`src/rtl/flag_sequencer.sv`:
```
// Flag selector sequencer: auto-advances the flag every DWELL_FRAMES frames,
// accepts next/prev/load requests, and applies every change on a frame boundary.
module flag_sequencer #(
  parameter int NUM_FLAGS      = 59,
  parameter int SEL_W          = 8,
  parameter int COLOR_W        = 6,
  parameter int DWELL_FRAMES   = 120,
  parameter int HOLDOFF_FRAMES = 300,
  parameter int CNT_W          = 9
) (
  input  logic               clk,
  input  logic               rst_n,
  input  logic               frame_start,
  input  logic               display_on,
  input  logic               auto_en,
  input  logic               next_req,
  input  logic               prev_req,
  input  logic               load_req,
  input  logic [SEL_W-1:0]   load_val,
  input  logic [COLOR_W-1:0] flag_color_in,
  output logic [SEL_W-1:0]   sel,
  output logic [COLOR_W-1:0] color_out,
  output logic               changed,
  output logic [SEL_W-1:0]   count
);

  typedef enum logic {AUTO, MANUAL} state_t;

  localparam logic [SEL_W-1:0] LAST_SEL   = SEL_W'(NUM_FLAGS - 1);
  localparam logic [SEL_W:0]   NUM_EXT    = (SEL_W+1)'(NUM_FLAGS);
  localparam logic [CNT_W-1:0] DWELL_LAST = CNT_W'(DWELL_FRAMES - 1);
  localparam logic [CNT_W-1:0] HOLD_LAST  = CNT_W'(HOLDOFF_FRAMES - 1);

  state_t           state, state_nx;
  logic [SEL_W-1:0] sel_nx, load_latch, sel_succ, sel_pred;
  logic [CNT_W-1:0] dwell_cnt, dwell_nx, hold_cnt, hold_nx;
  logic             next_q, prev_q, load_q;
  logic             pend_next, pend_prev, pend_load;
  logic             rise_next, rise_prev, rise_load;
  logic             manual_act;

  assign count     = SEL_W'(NUM_FLAGS);
  assign rise_next = next_req & ~next_q;
  assign rise_prev = prev_req & ~prev_q;
  assign rise_load = load_req & ~load_q;
  assign sel_succ  = (sel == LAST_SEL) ? '0 : sel + 1'b1;
  assign sel_pred  = (sel == '0) ? LAST_SEL : sel - 1'b1;

  always_comb begin
    state_nx   = state;
    sel_nx     = sel;
    dwell_nx   = dwell_cnt;
    hold_nx    = hold_cnt;
    manual_act = 1'b0;
    if (frame_start) begin
      if (pend_load) begin
        sel_nx     = ({1'b0, load_latch} < NUM_EXT) ? load_latch : '0;
        manual_act = 1'b1;
      end else if (pend_next && !pend_prev) begin
        sel_nx     = sel_succ;
        manual_act = 1'b1;
      end else if (pend_prev && !pend_next) begin
        sel_nx     = sel_pred;
        manual_act = 1'b1;
      end
    end
    if (manual_act) begin
      state_nx = MANUAL;
      hold_nx  = '0;
      dwell_nx = '0;
    end else begin
      case (state)
        AUTO: begin
          if (!auto_en) begin
            dwell_nx = '0;
          end else if (frame_start) begin
            if (dwell_cnt == DWELL_LAST) begin
              sel_nx   = sel_succ;
              dwell_nx = '0;
            end else begin
              dwell_nx = dwell_cnt + 1'b1;
            end
          end
        end
        MANUAL: begin
          // Holdoff runs whether or not auto_en is set
          if (frame_start) begin
            if (hold_cnt == HOLD_LAST) begin
              state_nx = AUTO;
              dwell_nx = '0;
            end else begin
              hold_nx = hold_cnt + 1'b1;
            end
          end
        end
        default: state_nx = AUTO;
      endcase
    end
  end

  always_ff @(posedge clk or negedge rst_n) begin
    if (!rst_n) begin
      state      <= AUTO;
      sel        <= '0;
      dwell_cnt  <= '0;
      hold_cnt   <= '0;
      changed    <= 1'b0;
      color_out  <= '0;
      next_q     <= 1'b0;
      prev_q     <= 1'b0;
      load_q     <= 1'b0;
      pend_next  <= 1'b0;
      pend_prev  <= 1'b0;
      pend_load  <= 1'b0;
      load_latch <= '0;
    end else begin
      state     <= state_nx;
      sel       <= sel_nx;
      dwell_cnt <= dwell_nx;
      hold_cnt  <= hold_nx;
      changed   <= (sel_nx != sel);
      color_out <= display_on ? flag_color_in : '0;
      next_q    <= next_req;
      prev_q    <= prev_req;
      load_q    <= load_req;
      // Pending flags are consumed on frame_start; an edge in that same cycle waits a frame
      if (frame_start) begin
        pend_next <= rise_next;
        pend_prev <= rise_prev;
        pend_load <= rise_load;
      end else begin
        pend_next <= pend_next | rise_next;
        pend_prev <= pend_prev | rise_prev;
        pend_load <= pend_load | rise_load;
      end
      if (rise_load) load_latch <= load_val;
    end
  end

endmodule

```
`config.mk`:
```
export PLATFORM = sky130hd
export DESIGN_NAME = flag_sequencer
export DESIGN_NICKNAME = d
export VERILOG_FILES = /design/src/rtl/flag_sequencer.sv
export SDC_FILE = /design/constraint.sdc
export NUM_CORES = 1
export LEC_CHECK = 0
export ABC_AREA = 1
export ABC_CLOCK_PERIOD_IN_PS = 3900
export BUFFER_PORTS_ARGS = -buffer_cell sky130_fd_sc_hd__buf_2
export CAP_MARGIN = 25
export CORE_MARGIN = 1.5
export CORE_UTILIZATION = 52
export CTS_CLUSTER_SIZE = 30
export DETAILED_ROUTE_END_ITERATION = 16
export PLACE_DENSITY = 0.69
export SYNTH_ARGS = -nofsm -noshare
export SYNTH_HDL_FRONTEND = slang
export SYNTH_SLANG_ARGS = --single-unit
```
`constraint.sdc`:
```
create_clock -name clk -period 3.9 [get_ports clk]
set_input_delay 0.78 -clock clk [delete_from_list [all_inputs] [get_ports clk]]
set_output_delay 0.78 -clock clk [all_outputs]
set_load 0.01 [all_outputs]
```
==> impl_summary.txt <==
----------------------------------------------------
[Critical path]
  CP Launch Point ... pend_next
  Class of the most critical setup path ... flop to flop
  Number of buffers and inverters on the critical path ... 2
  Cell-by-cell trace of the critical path ... inv_1, ha_1, nand2_2, nand2_4, nand3_2, nor2_4, nor2_1, nand2_1, nand2_1, nand2_1, nand2_1, inv_1, nand3_1, nor2_2, nand3_1
  FF-to-FF Start ... pend_next
  Reg-to-reg endpoint ... changed
  Category of cells accounting for the largest share of critical-path delay ... simple AND/OR/NAND/NOR gates
  Total number of cells along the worst setup path ... 15
  CP Capture Point ... changed
  Category of the worst setup path capture point ... flop
  Reg2Reg Setup Slack ... about 1.7 ns
  Worst reg-to-reg path cell count ... 15
  Critical Path Most Common Cell ... nand2_1
  Largest fanout on the critical path ... 16
  Critical path's largest stage delay ... around 0.36 ns
  CP max-delay cell ... dfrtp_1
  Data required time at the worst endpoint ... 4.10 ns
  Critical Path AT ... approximately 2.4 ns
  CP startpoint kind ... flop

[Yosys]
  Xor/xnor share of the synthesized area ... 2.16%
  Warnings from Yosys ... 0
  Post-synthesis cell type count ... 34
  Combinational family with the most area after synthesis ... simple AND/OR/NAND/NOR gates
  Mean area per synthesized cell ... approximately 7.3 sq um
  Adder-cell share of the synthesized area ... just over 3%
  Post-synth design cell area ... approximately 3200 sq um
  Compound-Gate Fraction of Synth Area ... between 6 and 7%
  Synthesis-stage register bit count ... between 40 and 50
  Proportion of synthesized chip area in sequential cells ... a little under two fifths
  Post-Synth Simple-Gate Area ... 37.7%
  Multiplexer share of the synthesized area ... a little over 2%
  Post-Synthesis Cells ... approximately 450

[Timing]
  Measured slew at the worst slew-check pin ... slightly above 0.6 ns
  Setup TNS Final ... 0 ns
  Maximum achievable frequency ... ~450 MHz
  Final slew viol count ... 0
  Total count of hold-check failures in the final report ... 0
  Number of setup violations in the final report ... 0
  Worst slew margin ... between 50% and 60%
  Worst Clk Skew ... about 0.012 ns
  RSZ-0062 raised after global routing ... no
  Minimum clock period after layout ... about 2.2 ns
  Crit share post-route ... ~56%

[Routing]
  Final ANT Viol Nets ... 0
  Total wire length ... around 6700 microns
  Wire per inst ... roughly 12 microns
  Via density ... 5.26
  DRC violations left ... 0
  TritonRoute pass-1 iters ... 5
  First DRT Iteration DRCs ... approximately 180
  Total via count in the routed design ... ~2900

[CTS]
  Clock Tree Root ... clkbuf_8
  Sink Count ... between 40 and 50
  CTS Buf Count ... 5
  Clock insertion delay at the later pin of the skew report ... between 0.3 and 0.4 ns
  Buffer depth of the longest clock path ... 2
  Number of gates resized after CTS ... 0
  Number of hold-repair buffers added at the cts stage ... 0
  Clock-pin slew on the worst setup and hold paths ... roughly 0.10 ns
  Number of setup buffers added after CTS ... 0
  CTS HTree Levels ... 2
  CTS tree ... done

[Placement]
  Port Buf Inserts ... 36
  Detailed placement HPWL ... 4970 microns
  GPL Wtd Cong ... around 0.94
  Post-Place Cells ... approximately 540

[Die]
  Width of the die ... 82.1 microns
  Number of top-level pins ... 45
  Die Outline Area ... ~6700 sq um
  Number of rows in the core area ... 28
  Overall die height ... ~80 microns
  Starting density of the core ... between 50% and 60%
  Area of the core ... approximately 6000 sq um

[Power and ir drop]
  Leakage ... 1.78 nW
  Total power density per cell area ... 375 nW/um^2
  IR Drop Worst-Case VDD ... ~220 uV

[Global route]
  Gr usage total ... roughly 23%
  Wire length of the first global-routing pass ... roughly 12000 microns
  Maximum number of pins on one net before global-route repair ... 49
  Number of global-route vias before repair ... 2624
  Global-route congestion overflow total ... 0
  Antenna violations before repair ... 0

[Layout]
  Final Non-Filler Cells ... roughly 550
  Synth-to-layout area growth ... 7.39%
  Fraction of final layout cells sized beyond drive strength 1 ... 20.0%
  Antenna diode instance count ... 0
  Layout Nets ... 506

[Min path]
  Worst hold path type ... flop to flop
  Origin of the worst min-delay path ... next_q

[Outcome]
  Result of the run ... complete, no violations

[Run]
  Max-Cap Viols ... 0

----------------------------------------------------
-- how the worst min path moves through the flow --
stage	to	cells after the start
after floorplan	pend_next	1
after global placement	pend_next	1
after detailed placement	pend_next	1
after CTS	pend_next	1
after global routing	pend_next	1
final	pend_next	1
-- cells by family after synthesis --
kind of cell,after synthesis
adders and majority gates,8
muxes,6
AOI/OAI and AO/OA,41
xor gates and xnor gates,8
other,2
and+or+nand+nor,257
DFF,48
buffers and inverters,75
-- per-layer routing --
metal | vias up | routed length, microns | GRT usage, %
met5 | - | 0 | 0
met4 | 0 | 77 | 6.44
met2 | 95 | 2910 | 35.9
li1 | 1455 | - | -
met1 | 1339 | 3230 | 31.0
met3 | 8 | 449 | 4.56
-- flip-flops by register name, indices dropped and copies added, names as in the netlist --
name,count
pend_load,1
changed,1
dwell_cnt,9
prev_q,1
next_q,1
pend_prev,1
state,1
pend_next,1
hold_cnt,9
sel,8
load_latch,8
load_q,1
color_out,6
-- synth_stat cells --
cell type	n	area share, %
a21oi_1	20	3.1
buf_2	3	0.46
buf_4	10	2.3
buf_6	3	1.0
clkbuf_1	2	0.23
clkbuf_8	1	0.42
conb_1	2	0.23
dfrtp_1	48	37
ha_1	8	3.1
inv_1	51	5.9
inv_2	3	0.35
inv_4	2	0.38
mux2_2	6	2.1
nand2_1	126	15
nand2_2	18	3.5
nand2_4	1	0.35
nand3_1	42	6.5
nand3_2	9	2.8
nand4_1	7	1.3
nor2_1	37	4.3
nor2_2	5	0.96
nor2_4	3	1.0
nor3_1	4	0.62
nor3_4	2	1.0
nor3b_1	1	0.23
nor4_1	1	0.19
nor4_2	1	0.38
o21a_1	1	0.23
o21ai_0	15	2.3
o21ai_2	1	0.27
o22ai_1	2	0.38
o31ai_1	2	0.46
xnor2_1	4	1.1
xor2_1	4	1.1
-- area by class of cell --
| cell class | instances | area, sq um |
|---|---|---|
| Tap cell | 75 | 93.8 |
| Clock inverter | 2 | 12.5 |
| Clock buffer | 5 | 68.8 |
| Inverter | 56 | 215 |
| Timing Repair Buffer | 37 | 188 |
| Multi-Input combinational cell | 328 | 1710 |
| Fill cell | 567 | 2500 |
| Sequential cell | 48 | 1200 |
-- per-stage QoR --
step,total power [mW],setup WS (ns),cell area [sq um],utilization [%],hold slack [ns]
after CTS,1.32,1.73,3490,58.2,0.429
final,1.31,1.70,3490,58.2,0.418
after floorplan,0.927,1.92,3270,-,0.399
after global routing,1.41,1.48,3490,58.2,0.446
after global placement,1.02,1.54,3410,56.9,0.401
after detailed placement,1.02,1.45,3410,56.9,0.417
-- worst register-to-register path: cells and delay by family (launching register included) --
family,cells,cell delay (ns)
and+or+nand+nor,12,1.35
DFF,1,0.36
adders and majority gates,1,0.28
buffers and inverters,2,0.11
-- power breakdown --
| part | switching, mW | leakage (nW) | internal, mW |
|---|---|---|---|
| registers | 0.0716 | 0.597 | 0.546 |
| logic | 0.255 | 1.15 | 0.143 |
| clock network | 0.170 | 0.0400 | 0.122 |
-- cells in the final DEF, fill, tap and decap left out, drive strengths merged, types with 7 or more instances in the layout --
cell type and instances:
nand2 145, ha 8, nand3 51, nand4 7, a21oi 20, buf 37
inv 56, conb 8, dfrtp 48, o21ai 16, nor2 45
(Power assumes the default switching activity.)
